`config.mk`:
```
export PLATFORM = sky130hd
export DESIGN_NAME = mem_arbiter
export DESIGN_NICKNAME = d
export VERILOG_FILES = /design/src/rtl/mem_arbiter.sv
export SDC_FILE = /design/constraint.sdc
export NUM_CORES = 1
export LEC_CHECK = 0
export ABC_AREA = 0
export CORE_AREA = 2 2 165 167
export DETAILED_ROUTE_END_ITERATION = 10
export DIE_AREA = 0 0 167 169
export DONT_BUFFER_PORTS = 1
export PLACE_DENSITY = 0.3
export SLEW_MARGIN = 40
export SYNTH_ARGS = -nofsm -noshare
export SYNTH_HDL_FRONTEND = slang
export SYNTH_SLANG_ARGS = --single-unit
```
`constraint.sdc`:
```
create_clock -name clock -period 2.05 [get_ports clock]
set_clock_uncertainty 0.2 [all_clocks]
set_input_delay 0.3075 -clock clock [delete_from_list [all_inputs] [get_ports clock]]
set_output_delay 0.3075 -clock clock [all_outputs]
set_load 0.05 [all_outputs]
```
`src/rtl/mem_arbiter.sv`:
```
// Two-master (IFU read bursts, LSU single-beat read/write) to one-slave AXI4 arbiter.
// One transaction outstanding; responses routed to the owner by FSM state, not by ID.
module mem_arbiter #(
  parameter int unsigned ADDR_W = 32,
  parameter int unsigned DATA_W = 32,
  parameter logic [3:0]  IFU_ID = 4'd0,
  parameter logic [3:0]  LSU_ID = 4'd1
) (
  input  logic                clock,
  input  logic                reset,
  // IFU read
  input  logic                ifu_ar_valid,
  output logic                ifu_ar_ready,
  input  logic [ADDR_W-1:0]   ifu_ar_addr,
  input  logic [7:0]          ifu_ar_len,
  output logic                ifu_r_valid,
  input  logic                ifu_r_ready,
  output logic [DATA_W-1:0]   ifu_r_data,
  output logic [1:0]          ifu_r_resp,
  output logic                ifu_r_last,
  // LSU read
  input  logic                lsu_ar_valid,
  output logic                lsu_ar_ready,
  input  logic [ADDR_W-1:0]   lsu_ar_addr,
  input  logic [2:0]          lsu_ar_size,
  output logic                lsu_r_valid,
  input  logic                lsu_r_ready,
  output logic [DATA_W-1:0]   lsu_r_data,
  output logic [1:0]          lsu_r_resp,
  // LSU write
  input  logic                lsu_aw_valid,
  output logic                lsu_aw_ready,
  input  logic [ADDR_W-1:0]   lsu_aw_addr,
  input  logic [2:0]          lsu_aw_size,
  input  logic                lsu_w_valid,
  output logic                lsu_w_ready,
  input  logic [DATA_W-1:0]   lsu_w_data,
  input  logic [DATA_W/8-1:0] lsu_w_strb,
  output logic                lsu_b_valid,
  input  logic                lsu_b_ready,
  output logic [1:0]          lsu_b_resp,
  // Downstream
  output logic                m_ar_valid,
  input  logic                m_ar_ready,
  output logic [ADDR_W-1:0]   m_ar_addr,
  output logic [3:0]          m_ar_id,
  output logic [7:0]          m_ar_len,
  output logic [2:0]          m_ar_size,
  output logic [1:0]          m_ar_burst,
  input  logic                m_r_valid,
  output logic                m_r_ready,
  input  logic [DATA_W-1:0]   m_r_data,
  input  logic [1:0]          m_r_resp,
  input  logic                m_r_last,
  input  logic [3:0]          m_r_id,
  output logic                m_aw_valid,
  input  logic                m_aw_ready,
  output logic [ADDR_W-1:0]   m_aw_addr,
  output logic [3:0]          m_aw_id,
  output logic [7:0]          m_aw_len,
  output logic [2:0]          m_aw_size,
  output logic [1:0]          m_aw_burst,
  output logic                m_w_valid,
  input  logic                m_w_ready,
  output logic [DATA_W-1:0]   m_w_data,
  output logic [DATA_W/8-1:0] m_w_strb,
  output logic                m_w_last,
  input  logic                m_b_valid,
  output logic                m_b_ready,
  input  logic [1:0]          m_b_resp,
  input  logic [3:0]          m_b_id
);

  localparam int unsigned STRB_W     = DATA_W / 8;
  localparam logic [2:0]  IFU_SIZE   = 3'($clog2(STRB_W));
  localparam logic [1:0]  BURST_INCR = 2'b01;

  typedef enum logic [1:0] {StIdle, StRdIfu, StRdLsu, StWrLsu} state_e;

  state_e state_q;
  logic   ar_done_q;
  logic   aw_done_q;
  logic   w_done_q;
  logic   lsu_last_q;  // last completed grant went to the LSU; gives IFU the next slot

  logic ar_hs, r_last_hs, aw_hs, w_hs, b_hs;
  assign ar_hs     = m_ar_valid & m_ar_ready;
  assign r_last_hs = m_r_valid & m_r_ready & m_r_last;
  assign aw_hs     = m_aw_valid & m_aw_ready;
  assign w_hs      = m_w_valid & m_w_ready;
  assign b_hs      = m_b_valid & m_b_ready;

  // IDs are not used for routing; ownership comes from the state.
  logic unused_ids;
  assign unused_ids = ^{m_r_id, m_b_id};

  always_ff @(posedge clock) begin
    if (reset) begin
      state_q    <= StIdle;
      ar_done_q  <= 1'b0;
      aw_done_q  <= 1'b0;
      w_done_q   <= 1'b0;
      lsu_last_q <= 1'b0;
    end else begin
      case (state_q)
        StIdle: begin
          ar_done_q <= 1'b0;
          aw_done_q <= 1'b0;
          w_done_q  <= 1'b0;
          if (lsu_last_q && ifu_ar_valid) state_q <= StRdIfu;
          else if (lsu_aw_valid)          state_q <= StWrLsu;
          else if (lsu_ar_valid)          state_q <= StRdLsu;
          else if (ifu_ar_valid)          state_q <= StRdIfu;
        end
        StRdIfu, StRdLsu: begin
          if (ar_hs) ar_done_q <= 1'b1;
          if (r_last_hs) begin
            state_q    <= StIdle;
            lsu_last_q <= (state_q == StRdLsu);
          end
        end
        StWrLsu: begin
          if (aw_hs) aw_done_q <= 1'b1;
          if (w_hs)  w_done_q  <= 1'b1;
          if (b_hs) begin
            state_q    <= StIdle;
            lsu_last_q <= 1'b1;
          end
        end
        default: state_q <= StIdle;
      endcase
    end
  end

  // Payloads pass through unregistered.
  assign ifu_r_data = m_r_data;
  assign ifu_r_resp = m_r_resp;
  assign ifu_r_last = m_r_last;
  assign lsu_r_data = m_r_data;
  assign lsu_r_resp = m_r_resp;
  assign lsu_b_resp = m_b_resp;

  assign m_aw_addr  = lsu_aw_addr;
  assign m_aw_id    = LSU_ID;
  assign m_aw_len   = 8'd0;
  assign m_aw_size  = lsu_aw_size;
  assign m_aw_burst = BURST_INCR;
  assign m_w_data   = lsu_w_data;
  assign m_w_strb   = lsu_w_strb;
  assign m_w_last   = 1'b1;

  always_comb begin
    m_ar_addr  = ifu_ar_addr;
    m_ar_id    = IFU_ID;
    m_ar_len   = ifu_ar_len;
    m_ar_size  = IFU_SIZE;
    m_ar_burst = BURST_INCR;
    if (state_q == StRdLsu) begin
      m_ar_addr = lsu_ar_addr;
      m_ar_id   = LSU_ID;
      m_ar_len  = 8'd0;
      m_ar_size = lsu_ar_size;
    end
  end

  always_comb begin
    m_ar_valid   = 1'b0;
    m_r_ready    = 1'b0;
    m_aw_valid   = 1'b0;
    m_w_valid    = 1'b0;
    m_b_ready    = 1'b0;
    ifu_ar_ready = 1'b0;
    ifu_r_valid  = 1'b0;
    lsu_ar_ready = 1'b0;
    lsu_r_valid  = 1'b0;
    lsu_aw_ready = 1'b0;
    lsu_w_ready  = 1'b0;
    lsu_b_valid  = 1'b0;
    case (state_q)
      StRdIfu: begin
        m_ar_valid   = ifu_ar_valid & ~ar_done_q;
        ifu_ar_ready = m_ar_ready & ~ar_done_q;
        ifu_r_valid  = m_r_valid;
        m_r_ready    = ifu_r_ready;
      end
      StRdLsu: begin
        m_ar_valid   = lsu_ar_valid & ~ar_done_q;
        lsu_ar_ready = m_ar_ready & ~ar_done_q;
        lsu_r_valid  = m_r_valid;
        m_r_ready    = lsu_r_ready;
      end
      StWrLsu: begin
        m_aw_valid   = lsu_aw_valid & ~aw_done_q;
        lsu_aw_ready = m_aw_ready & ~aw_done_q;
        m_w_valid    = lsu_w_valid & ~w_done_q;
        lsu_w_ready  = m_w_ready & ~w_done_q;
        // B is only accepted once both address and data have gone out.
        m_b_ready    = aw_done_q & w_done_q & lsu_b_ready;
        lsu_b_valid  = aw_done_q & w_done_q & m_b_valid;
      end
      default: ;
    endcase
  end

endmodule

```
# Yosys cells after proc, flatten, opt, wreduce, memory -nomap -nowiden
# Index checks and enable logic that the tools add are counted.
word_totals:
  regBits: 6
  input_bits: 205
  output_inout_bits: 218
op_classes:
  n_eq_ne: 9
  n_mux: 32
  bitwise: 19
  n_reduce_logical: 11
ops:
  columns: ["op", "count"]
  rows:
  - ["two-way mux 32 bit", 1]
  - ["AND 1 bit", 16]
  - ["two-way mux 1 bit", 16]
  - ["two-way mux 2 bit", 6]
  - ["one-hot mux 1 bit (2 select lines)", 6]
  - ["inequality test 2 bit (second input constant)", 5]
  - ["two-way mux 8 bit", 1]
  - ["one-hot mux 2 bit (3 select lines)", 1]
  - ["AND reduction 2 bit", 3]
  - ["AND reduction 3 bit", 2]
  - ["nonzero test 2 bit", 3]
  - ["inequality test 5 bit (second input constant)", 1]
  - ["equality test 2 bit (second input constant)", 2]
  - ["two-way mux 3 bit", 1]
  - ["inverter 1 bit", 3]
  - ["equality test 2 x 1 -> 1 bit (second input constant)", 1]
  - ["logical NOT 2 bit", 1]
  - ["OR reduction 2 bit", 1]
  - ["logical AND 1 bit", 1]

# Logic depth before layout (Yosys ltp)
logic_depth:
  ltp_word: 6
  ltp_mapped: 7
  depth_no_buf: 6

# Worst setup path after synthesis
# Ideal clock, no wire load.
synth_path:
  kind: "register to output"
  startpoint: "register state_q[0]"
  endpoint: "output port m_ar_len[1]"
  arrival_ns: 1.967
  required_ns: 1.542
  path_slack_ns: -0.425
  path_stages_with_launch: 6
  path_cell_list: "dfxtp_1 -> inv_1 -> ha_1 -> buf_6 -> clkbuf_1 -> nor2b_1"
synth_between:
  elab_chain_len: 2
synth_rtl:
  columns: ["item", "line", "rtl"]
  rows:
  - ["from (decl)", "80", "state_e state_q;"]
  - ["from (signal assigned)", "99", "state_q <= StIdle;"]
  - ["from (signal assigned)", "110", "if (lsu_last_q && ifu_ar_valid) state_q <= StRdIfu;"]
  - ["from (signal assigned)", "111", "else if (lsu_aw_valid) state_q <= StWrLsu;"]
  - ["equality test 2 bit", "158", "if (state_q == StRdLsu) begin"]
  - ["two-way mux 8 bit", "158", null]
  - ["to (decl)", "47", "output logic [7:0] m_ar_len,"]
# No other way between the ends.

# Worst setup path in the final report
layout_path:
  startpoint: "register state_q[1]"
  endpoint: "output port m_ar_addr[26]"
layout_between:
  elab_chain_len: 2
layout_rtl:
  columns: ["item", "line", "rtl"]
  rows:
  - ["equality test 2 bit", "158", null]
  - ["two-way mux 32 bit", "158", null]
  - ["to (decl)", "45", "output logic [ADDR_W-1:0] m_ar_addr,"]
# No other way between the ends.

==> results.sh <==
export IMPL_die_area_um2=28200
export IMPL_antenna_found_initial=0
export IMPL_finalCritPeriodShare=0.981
export IMPL_ir_drop_mv=0.329
export IMPL_rows=60
export IMPL_initial_utilization=0.0823
export IMPL_nNetsFinal=365
export IMPL_ys_types=33
export IMPL_hpwl_um=4860
export IMPL_slew_viol_final=0
export IMPL_finalSetupViolCount=0
export IMPL_syn_inst=271
export IMPL_fp_dieW_um=167
export IMPL_drt_iter0_markers=10
export IMPL_coreArea_um2=26500
export IMPL_drc=0
export IMPL_cts_buffer_depth=2
export IMPL_hold_violations=0
export IMPL_outcome="completed"
export IMPL_numCtsBuffers=3
export IMPL_grt_pass1_wl_um=7370
export IMPL_area_growth_pct=-7.11
export IMPL_fmax_mhz=497
export IMPL_io_buffers=0
export IMPL_avgSynthCellArea_um2=8.05
export IMPL_clockRootBuffer="clkbuf_16"
export IMPL_post_route_min_period_ns=2.01
export IMPL_grt_use_total=0.0351
export IMPL_diodes=0
export IMPL_grt_ovfl_total=0
export IMPL_dp_slack_ns=0.0358
export IMPL_dpl_cell_area_um2=1780
export IMPL_ys_warnings_count=0
export IMPL_synthMostInstantiatedCell="buf_4"
export IMPL_cts_tree="done"
export IMPL_synth_edf_count=0
export IMPL_grt_max_degree=13
export IMPL_yosysTopAreaCell="buf_4"
export IMPL_cp_end_kind="output port"
export IMPL_rsz0062_at_grt="true"
export IMPL_min_path_type="in2reg"
export IMPL_p_leak_nw=0.773
export IMPL_total_power_w=0.00243
export IMPL_grt_pass1_vias=1278
export IMPL_die_h_um=169
export IMPL_synth_common_cells="162 x buf_4, 32 x mux2_2, 8 x nor2b_1"
export IMPL_layout_drive_gt1_share=0.562
export IMPL_r2r_slack_ns=0.14
export IMPL_async_reset_ff_frac=0
export IMPL_synthTopCellsByArea="buf_4 56%, mux2_2 17%, dfxtp_1 5.5%, ha_1 2.9%, and3b_1 2.4%"
export IMPL_viasPerCell=2.40
export IMPL_worst_skew_pair_late_latency_ns=0.23
export IMPL_vias=1186
export IMPL_cellPowerDensity_nw_per_um2=1200
export IMPL_worstPathArrival_ns=1.50
export IMPL_place_gp_congestion=0.653
export IMPL_post_drt_wl_per_cell_um=11.5
export IMPL_cp_max_fo=10
export IMPL_htreeDepth=1
export IMPL_synth_seq_cells=6
export IMPL_synthFlopType="dfxtp_1"
export IMPL_dp_cells=486
export IMPL_synth_top_cell_area_share=0.557
export IMPL_design_area_um2=2030
export IMPL_cts_clk_slew_worst_paths_ns=0.03
export IMPL_cp_required_ns=1.54
export IMPL_postRouteAntennaNets=0
export IMPL_cts_sinks=6
export IMPL_yosysSeqAreaShare=0.0550
export IMPL_worstSetupPathType="reg2out"
export IMPL_finalWorstSetupSlack_ns=0.0391
export IMPL_start_kind="flip-flop"
export IMPL_post_route_util=0.0765
export IMPL_stdcell_count=494
export IMPL_synth_area_um2=2180
export IMPL_drt_pass1_iter_count=4
export IMPL_wirelength_um=5660
export IMPL_io_pins=423
export IMPL_cap_viol_max_count=0
==> power breakdown <==
group	switching, W	internal (W)	total [W]
clock	0.0000654	0.000250	0.000316
combinational	0.00125	0.000684	0.00194
sequential	0.0000321	0.000147	0.000179
total	0.00135	0.00108	0.00243
==> cell families after synthesis <==
logic type	share of synthesized area
multiplexers	0.179
flip-flops	0.0550
buffers and inverters	0.580
adder cells (fa/ha/maj)	0.0287
AO/OA/AOI/OAI	0.0361
other	0.00344
AND/OR/NAND/NOR	0.118
==> worst max-delay path: stages (launching register included) <==
cell	delay [ns]
dfxtp_4	0.36
ha_4	0.32
buf_12	0.19
mux2_4	0.39
==> cell type report <==
class	instances	area, um^2
clock buffer	3	75.1
fill	3074	24500
inverter	4	17.5
multi-input combinational	111	1070
sequential	6	125
tap	341	427
timing repair buffer	29	314
==> cells in the final DEF, fill, tap and decap left out, types with 2 or more instances in the layout <==
master,n
mux2_4,32
conb_1,20
buf_4,20
nand2_1,6
nor2b_2,5
and3b_1,5
buf_12,5
dfxtp_1,4
and2_2,3
inv_1,3
o21ai_0,3
a21oi_1,3
ha_4,3
clkbuf_16,3
nor2b_1,2
and4_1,2
nor2_1,2
nand3_1,2
or4_1,2
mux2i_1,2
==> what timing repair did <==
item / 4_1_cts / 5_1_grt
hold buffers: 1 / 0
gates cloned: 1 / 0
hold endpoints to repair: 4 / 0
pin swaps: 3 / 0
resized for setup: 28 / 2
buffers inserted: 3 / 0
setup endpoints to repair: 38 / 36
==> sequential cells by signal, indices dropped and copies added, names as in the netlist <==
name / flops
lsu_last_q: 1
w_done_q: 1
state_q: 2
ar_done_q: 1
aw_done_q: 1
==> path summary, 6_finish.rpt <==
kind,from,depth (start not counted),end
max,state_q[1],3,m_ar_addr[26]
min,m_ar_ready,2,ar_done_q
max reg2reg,state_q[1],6,lsu_last_q
min reg2reg,state_q[1],2,state_q[1]
==> through the flow <==
step / hold WS [ns] / TNS (ns)
after floorplan: 0.177 / -0.948
after global placement: 0.179 / 0
after detailed placement: 0.181 / 0
after CTS: 0.0284 / 0
after global routing: 0.0315 / -0.564
final: 0.0233 / 0
==> metal layers <==
metal / GRT usage / routed length [um] / vias up
met5: 0 / 0 / -
met2: 0.0649 / 2970 / 148
met4: 0.0240 / 255 / 0
met1: 0.0325 / 1750 / 542
li1: - / - / 462
met3: 0.0122 / 686 / 34
(Power assumes the default switching activity.)
